$ cat src/rtl/inc_arbiter.sv
// Round-robin arbiter that time-shares one external WIDTH-bit incrementer
// between NREQ requesters (PC advance, ISZ, auto-index) and returns results.
module inc_arbiter #(
  parameter int NREQ  = 3,
  parameter int WIDTH = 12
) (
  input  logic                    CLK,
  input  logic                    RESET,
  input  logic [NREQ-1:0]         REQ,
  input  logic [NREQ*WIDTH-1:0]   DIN,
  input  logic [NREQ-1:0]         OPINC,
  output logic [NREQ-1:0]         GNT,
  output logic [NREQ-1:0]         DONE,
  output logic [WIDTH-1:0]        RESULT,
  output logic                    CARRY,
  output logic                    ZERO,
  output logic [WIDTH-1:0]        INC_IN,
  output logic                    INC_EN,
  output logic                    INC_OE,
  input  logic [WIDTH-1:0]        INC_OUT,
  input  logic                    INC_C
);

  localparam int PW = (NREQ > 1) ? $clog2(NREQ) : 1;

  // Handshake: REQ[i] is a level held with DIN/OPINC stable until GNT[i]
  // pulses; the result is valid in the single cycle DONE[i] is high.
  typedef enum logic {
    IDLE = 1'b0,
    RUN  = 1'b1
  } state_t;

  state_t            state;
  state_t            state_nxt;
  logic [PW-1:0]     last;
  logic [PW-1:0]     win;
  logic              found;
  logic [WIDTH-1:0]  opnd;
  logic              mode;

  // Winner search starts just above the last grant and wraps.
  always_comb begin
    int idx;
    idx   = 0;
    win   = '0;
    found = 1'b0;
    for (int k = 1; k <= NREQ; k++) begin
      idx = (int'(last) + k) % NREQ;
      if (!found && REQ[idx]) begin
        found = 1'b1;
        win   = PW'(idx);
      end
    end
  end

  always_comb begin
    state_nxt = state;
    case (state)
      IDLE:    if (found) state_nxt = RUN;
      RUN:     state_nxt = IDLE;
      default: state_nxt = IDLE;
    endcase
  end

  // The incrementer is only driven during RUN so its output is released otherwise.
  always_comb begin
    INC_IN = '0;
    INC_EN = 1'b0;
    INC_OE = 1'b0;
    if (state == RUN) begin
      INC_IN = opnd;
      INC_EN = mode;
      INC_OE = 1'b1;
    end
  end

  always_ff @(posedge CLK) begin
    if (RESET) begin
      state  <= IDLE;
      last   <= PW'(NREQ - 1);
      GNT    <= '0;
      DONE   <= '0;
      RESULT <= '0;
      CARRY  <= 1'b0;
      ZERO   <= 1'b0;
      opnd   <= '0;
      mode   <= 1'b0;
    end else begin
      state <= state_nxt;
      case (state)
        IDLE: begin
          DONE <= '0;
          if (found) begin
            GNT  <= NREQ'(1) << win;
            opnd <= DIN[int'(win)*WIDTH +: WIDTH];
            mode <= OPINC[win];
            last <= win;
          end
        end
        RUN: begin
          RESULT <= INC_OUT;
          CARRY  <= INC_C;
          ZERO   <= (INC_OUT == '0);
          // GNT still holds the winner's one-hot code during RUN.
          DONE   <= GNT;
          GNT    <= '0;
        end
        default: begin
          GNT  <= '0;
          DONE <= '0;
        end
      endcase
    end
  end

  a_gnt_onehot: assert property (@(posedge CLK) disable iff (RESET) $onehot0(GNT));
  a_done_onehot: assert property (@(posedge CLK) disable iff (RESET) $onehot0(DONE));
  a_gnt_done_excl: assert property (@(posedge CLK) disable iff (RESET) !((|GNT) && (|DONE)));

endmodule

$ cat config.mk
export PLATFORM = sky130hd
export DESIGN_NAME = inc_arbiter
export DESIGN_NICKNAME = d
export VERILOG_FILES = /design/src/rtl/inc_arbiter.sv
export SDC_FILE = /design/constraint.sdc
export NUM_CORES = 1
export LEC_CHECK = 0
export ABC_AREA = 1
export BUFFER_PORTS_ARGS = -buffer_cell sky130_fd_sc_hd__buf_2
export CAP_MARGIN = 20
export CORE_MARGIN = 2
export CORE_UTILIZATION = 43
export CTS_CLUSTER_SIZE = 16
export DETAILED_ROUTE_END_ITERATION = 8
export GPL_ROUTABILITY_DRIVEN = 0
export PLACE_DENSITY = 0.74
export SYNTH_ARGS = -nofsm -noshare
export SYNTH_HDL_FRONTEND = slang
export SYNTH_SLANG_ARGS = --single-unit
$ cat constraint.sdc
create_clock -name CLK -period 2.7 [get_ports CLK]
set_input_delay 0.135 -clock CLK [delete_from_list [all_inputs] [get_ports CLK]]
set_output_delay 0.135 -clock CLK [all_outputs]
set_load 0.1 [all_outputs]
* After elaboration in Yosys (flattened, before gate mapping)
Cells that the tools add are included.
W data, S select, Z words.
** Storage, ports and cells
- Word-level logic and storage cells :: 55
- Bits in registers :: 36
- Input bits :: 57
- Output and inout bits :: 34
** Cells by class
- Shift operators :: 2
- Reductions and logical operators :: 6
- Equal/unequal tests :: 1
- Muxes and demuxes :: 25
- $mul :: 1
- Bitwise logic cells :: 1
- Order comparisons :: 4
- Div/mod/pow operators :: 3
- $add $sub $neg :: 3
** Operators with widths (number)
- $lt A32 B4 Y1 const B :: 3
- $mod A32 B3 Y32 const B :: 3
- $shiftx A36 B7 Y12 :: 1
- $mux W1 :: 13
- $logic_not A12 Y1 :: 1
- $mux W12 :: 1
- $pmux W3 S2 :: 2
- $bmux W1 S2 :: 4
- $add A2 B2 Y3 const B :: 2
- $mux W2 :: 3
- $mul A2 B2 Y4 const B :: 1
- $add A2 B1 Y3 const B :: 1
- $lt A2 B3 Y1 const B :: 1
- $mux W3 :: 1
- $shl A1 B2 Y3 const A :: 1
- $logic_and A1 B1 Y1 :: 2
- $logic_not A1 Y1 :: 2
- $ne A2 B2 Y1 const B :: 1
- $pmux W1 S2 :: 1
- $reduce_and A2 Y1 :: 1
- $not A1 Y1 :: 1

* Longest topological paths before layout
Gate-level depths: netlist of the first run.
- Depth in word-level cells :: 15
- Gate-level depth with buffers :: 14
- Gate-level depth less buffers :: 12

* Worst setup path after synthesis of the first run
No wires, ideal clock.
- Path type :: register -> output
- Start :: register state
- End :: output port INC_IN[10]
- Setup slack :: 0.360 ns
- Required time :: 2.565 ns
- Buffers on the path :: 2
- Arrival time :: 2.205 ns
- Stages on the path, launching flop included :: 5
- Path through :: dfxtp_1 > clkbuf_1 > clkbuf_1 > nand2_1 > inv_1
** On the way
- Longest elaborated chain between the ends :: 1
** Ends and longest elaborated chain
- start: declaration :: line 33 : state_t state;
- start signal: assignment :: line 89 : state <= state_nxt;
- $mux W12 :: line 70 : if (state == RUN) begin
- end: declaration :: line 17 : output logic [WIDTH-1:0] INC_IN,
Every way passes these cells.

* Worst setup path after layout of the first run
- Start :: register last[0]
- End :: register opnd[9]
** On the way
- Longest elaborated chain between the ends :: 14
- Elaborated cells between the ends (all ways) :: 28
- Classes of those cells :: add/sub: 3; mul: 1; div: 3; shift: 1; mux: 15; reduce/logical: 5
** Ends and longest elaborated chain
- start: declaration :: line 35 : logic [PW-1:0] last;
- start signal: assignment :: line 80 : last <= PW'(NREQ - 1);
- start signal: assignment :: line 97 : last <= win;
- $add A2 B1 Y3 :: line 48 : idx = (int'(last) + k) % NREQ;
- $mod A32 B3 Y32 :: line 48
- $bmux W1 S2 :: line 49 : if (!found && REQ[idx]) begin
- $mux W1 (not written as such) (2 in series) :: line 49
- $mux W1 :: line 49
- $logic_not A1 Y1 :: line 49
- $logic_and A1 B1 Y1 :: line 49
- $mux W1 :: line 49
- $logic_not A1 Y1 :: line 49
- $logic_and A1 B1 Y1 :: line 49
- $mux W2 :: line 49
- $mul A2 B2 Y4 :: line 95 : opnd <= DIN[int'(win)*WIDTH +: WIDTH];
- $shiftx A36 B7 Y12 :: line 95
- end signal: assignment :: line 95
- end: declaration :: line 38 : logic [WIDTH-1:0] opnd;
Several ways; a longest one is shown, not always the timed one. The select of a mux whose other input is x is not followed.
A chain may end at the register's enable or synchronous reset.

==> results of run 1 <==
## critical path, stage by stage (launching register included)
cell and delay, ps:
dfxtp_1 380, inv_1 80, ha_1 460, inv_2 90, nand2_1 60, nand3_1 100, nand2_4 140, nand4_2 120
nand2_2 270, inv_1 200, o21ai_0 210, a21oi_1 50
## layer usage
layer  vias to the layer above  share of wire  track usage  wire length (um)
met5                         -              0            0                 0
met4                         0         0.0048      0.04527                24
met3                         2          0.060      0.03591               303
met2                        70           0.49       0.3293              2476
met1                       974           0.44       0.2543              2216
li1                       1141              -            -                 -
## path summary, 6_finish.rpt
check | slack [ps] | endpoint | from
worst max-delay path | 420 | opnd[9] | last[0]
worst min register to register | 450 | DONE[1] | GNT[1]
worst max register to register | 420 | opnd[9] | last[0]
worst min-delay path | 110 | CARRY | INC_C
## cell usage after synthesis
cell type	count	area share
nand4_1	4	0.012
dfxtp_1	36	0.35
nor2_1	9	0.017
nand3_1	39	0.096
a21oi_2	1	0.0043
nor3_1	1	0.0025
nand4_2	1	0.0061
buf_2	2	0.0049
nand4_4	1	0.010
inv_1	68	0.13
ha_1	4	0.025
buf_6	2	0.011
o21ai_2	1	0.0043
clkbuf_1	6	0.011
nand2_4	2	0.011
nand3b_1	2	0.0074
nand3_4	1	0.0086
a31oi_1	1	0.0031
inv_2	3	0.0055
nand2_2	3	0.0092
o211ai_1	1	0.0037
o41ai_1	1	0.0043
a21oi_1	28	0.069
o21ai_0	20	0.049
buf_4	2	0.0074
o21ai_1	1	0.0025
nand3_2	2	0.0098
nand2_1	68	0.13
nor2_2	1	0.0031
## flip-flops by register name, summed over array words and instances, names as in the netlist
register  cells
GNT           3
state         1
opnd         12
RESULT       12
mode          1
CARRY         1
DONE          3
ZERO          1
last          2
## power by group through the flow
stage | combinational (mW) | clock [mW] | sequential (mW)
global placement | 2.51 | 0 | 0.793
finish | 2.55 | 0.368 | 0.787
global route | 2.78 | 0.413 | 0.809
floorplan | 1.71 | 0 | 1.28
detailed placement | 2.55 | 0 | 0.794
CTS | 2.55 | 0.379 | 0.785
## cells by family (layout without fill, tap and decap cells)
kind of cell,Yosys count,after routing,share of synthesized area
flip-flops,36,36,0.3532
AND/OR/NAND/NOR,134,134,0.3176
adder cells (fa/ha/maj),4,4,0.02453
AO/OA/AOI/OAI,54,54,0.1398
buffers and inverters,83,170,0.1649
## placed cells by master (no fill, tap or decap)
cell type / count
clkinv_4: 1
nand3b_1: 2
buf_2: 90
nand4_2: 1
nand4_1: 4
nand3_4: 1
clkinv_2: 2
nor2_1: 9
a21oi_2: 1
o21ai_0: 20
nor2_2: 1
nand2_4: 2
inv_1: 68
o21ai_2: 1
clkbuf_8: 5
nand4_4: 1
nand3_2: 2
dfxtp_1: 36
nand2_1: 68
ha_1: 4
buf_4: 1
inv_2: 3
a21oi_1: 28
nor3_1: 1
o41ai_1: 1
nand3_1: 39
a31oi_1: 1
nand2_2: 3
o211ai_1: 1
o21ai_1: 1
## stage by stage
step,worst slack [ps],hold slack (ps),cells,utilization,power [mW]
after global routing,177.8,113.4,452,0.5544,3.999
after CTS,437.5,107.6,452,0.5544,3.719
after detailed placement,450.8,392.8,444,0.5356,3.347
after floorplan,359.6,277.4,311,-,2.985
final,422.3,114.7,452,0.5544,3.705
after global placement,569.2,384.8,444,0.5356,3.306
## area by class of cell
cell class / instances / area share
clock inverters: 3 / 0.007264
multi-input cells: 192 / 0.3806
inverters: 71 / 0.1031
repair buffers: 91 / 0.1772
clock buffers: 5 / 0.02663
well taps: 54 / 0.02615
flip-flops and latches: 36 / 0.2789
==> flow_summary.ini, run 1 <==
[cells_and_area]
diodes = 0
regArea_um2 = 720.7
nNetsFinal = 458
nFillCells = 474
layout-drive-gt1-share = 0.2889
multi_input_area_um2 = 983.4
final_cell_area_um2 = 2584
area_growth_pct = 26.61

[grt]
antenna_found_initial = 0
grt_overflow_total = 0
grt_usage = 0.1935
grt_pass1_wl_um = 8204
grt_max_degree = 19
grt_pass1_vias = 1893

[pwr]
irDropWorstVdd_mv = 0.5240
clkPwrFrac = 0.099
seqPwrFrac = 0.212
p_comb_frac = 0.688
switchingPower_mw = 2.233
switching_share = 0.6027
p_leak_nw = 1.539
power_density_nw_per_um2 = 1434
p_int_mw = 1.472

[route]
wl_um = 5020
first_iter_violations = 140
vias_per_cell = 4.838
first_pass_iters = 4
vias = 2187
drc_errors = 0
wl_per_cell_um = 11.11
antenna_left = 0

[min_path]
holdPathStages = 3
hold_class = in2reg

[floorplan]
die_w_um = 72.89
start_util = 0.4379
num_rows = 25
ios = 91
dieArea_um2 = 5313
die_h_um = 72.89
core_um2 = 4661

[setup_path]
cp_max_fo = 15
end_kind = flop
arrival_ps = 2450
r2r_cells = 11
required_ps = 2870
critical_path_class = reg2reg
cp-start-kind = flop

[clocking]
cts_resized = 0
postCtsHoldBufs = 0
h-tree-depth = 2
cts_tree = built
cts_made_buffers = 5
cts_setup_buffers = 0
clk_latency_ps = 280
cts_buffer_depth = 2
path_clk_slew_ps = 70
root_buffer = clkbuf_8
clock-sinks = 36

[logic_synthesis]
yosysSeqAreaShare = 0.3532
syn_area_per_cell_um2 = 6.562
ys_warn_count = 0
netlist_area_um2 = 2041
ys_ff_latch = 36
synth_nets = 372
synth_cell_type_count = 29
synth_cells = 311

[sta]
worst_pin_slew_ps = 932.4
final-hold-violation-count = 0
period_needed_ps = 2278
rsz0062_at_grt = false
finalSetupViolCount = 0
fmax_mhz = 439.0
drv_slew = 0
maxSlewHeadroom = 0.3761
post-route-period-util = 0.8436
finalSetupTns_ps = 0
finClkSkew_ps = 2.237

[placed_design]
placed_area_um2 = 2496
numPortBuffers = 90
dp_hpwl_um = 3881

[job]
cap_violations = 0

[run_status]
status = finished, final reports clean
No activity file was read; power rests on OpenSTA's default activity.
==> run 2, diff against run 1 <==
- clock period: 2.7 -> 2.1 ns (I/O delays scaled with it)
==> flow_summary.ini, run 2 (synthesis gave the netlist of run 1 again) <==
[clocking]
cts_made_buffers = 5
postCtsHoldBufs = 0
h-tree-depth = 2
clock-sinks = 36
cts_tree = built
cts_buffer_depth = 2
clk_latency_ps = 290
root_buffer = clkbuf_8
path_clk_slew_ps = 70

[cells_and_area]
diodes = 0
final_common_cell = buf_2
nNetsFinal = 467
layout-drive-gt1-share = 0.3170
fin_cells = 461
layout_common_cells = buf_2 (90), nand2_1 (68), inv_1 (66)
top_regs = RESULT x12, opnd x12
fin_util = 0.5815
area_growth_pct = 32.80

[pwr]
p_leak_nw = 1.591
power_density_nw_per_um2 = 1934
irDropWorstVdd_mv = 0.9753

[route]
drc_errors = 0
antenna_left = 0
vias = 2227
wl_um = 5237
first_iter_violations = 115
first_pass_iters = 4
vias_per_cell = 4.831
wl_per_cell_um = 11.36

[grt]
grt_usage = 0.1999
grt_max_degree = 16
antenna_found_initial = 0
grt_pass1_wl_um = 8335
grt_pass1_vias = 1935
grt_overflow_total = 0

[floorplan]
ios = 91
dieArea_um2 = 5313
die_h_um = 72.89
start_util = 0.4379
num_rows = 25
die_w_um = 72.89
core_um2 = 4661

[placed_design]
dp_hpwl_um = 4010
dp.cells = 449
numPortBuffers = 90

[sta]
worst_pin_slew_ps = 919.4
maxSlewHeadroom = 0.3848
period_needed_ps = 1933
finClkSkew_ps = 3.682
final-hold-violation-count = 0
post-route-period-util = 0.9205
finalSetupViolCount = 0
fmax_mhz = 517.3
drv_slew = 0

[setup_path]
cp-start-kind = flop
critical_path_class = reg2reg
cp_max_fo = 9
end_kind = flop
arrival_ps = 2140
required_ps = 2310

[min_path]
hold_class = in2reg

[job]
cap_violations = 0

[run_status]
status = finished, final reports clean
==> run 2: cell types whose count changed in the layout (fill, tap and decap cells not counted), sizes merged <==
cell	previous run	this run
buf	91	100
clkinv	3	1
clkbuf	5	6
bufinv	0	1
clkinvlp	0	1
inv	71	70
==> run 2: worst paths after layout <==
path                              start      end  slack (ps)  cells past startpoint
worst max-delay path            last[0]  last[1]         170                     11
worst min register to register   GNT[1]  DONE[1]         440                      2
worst max register to register  last[0]  last[1]         170                     11
worst min-delay path              INC_C    CARRY          60                      3
==> run 2: per-layer routing <==
metal / track usage / up-vias / wire, um
met5: 0 / - / 0
li1: - / 1164 / -
met4: 0.07613 / 0 / 66
met3: 0.03729 / 7 / 315
met2: 0.3242 / 70 / 2556
met1: 0.2637 / 986 / 2298
==> run 2: layout make-up <==
type / instances / area (um^2)
flip-flops and latches: 36 / 724.4
clock buffers: 6 / 72.57
inverters: 71 / 270.3
clock inverters: 2 / 35.03
multi-input cells: 192 / 1015
repair buffers: 100 / 525.5
well taps: 54 / 67.56
fillers: 442 / 1951
==> run 2: stage by stage <==
stage | setup WS (ps) | TNS (ps) | hold slack, ps | cell area [um^2] | total power [mW]
after CTS | 44.30 | 0 | 59.36 | 2660 | 5.073
after global routing | -17.97 | -20.24 | 75.94 | 2710 | 5.642
after global placement | 40.68 | 0 | 357.6 | 2535 | 4.344
after detailed placement | -40.13 | -229.2 | 358.7 | 2535 | 4.387
final | 167.0 | 0 | 61.38 | 2710 | 5.242
after floorplan | 93.46 | 0 | 247.4 | 2042 | 3.840
==> run 2: what timing repair did <==
| action | in CTS | in global routing |
|---|---|---|
| pin swaps | 1 | 1 |
| setup endpoints to repair | 14 | 15 |
| gates resized for setup | 1 | 12 |
| setup buffers | 2 | 2 |
==> run 2: power breakdown <==
group | internal [mW] | switching (mW) | leakage [nW]
combinational | 1.01 | 2.61 | 1.24
clock | 0.352 | 0.243 | 0.0552
sequential | 0.905 | 0.127 | 0.297
total | 2.26 | 2.98 | 1.59
==> run 2: worst max-delay path: stages, from the launching register on <==
cell        delay, ps
dfxtp_2           360
inv_1              90
ha_4              330
inv_2              60
nand2_1            60
nand3_1           110
nand2_4           140
nand4_4           110
nand2_4           120
clkinvlp_4        160
buf_4             180
o211ai_1          140
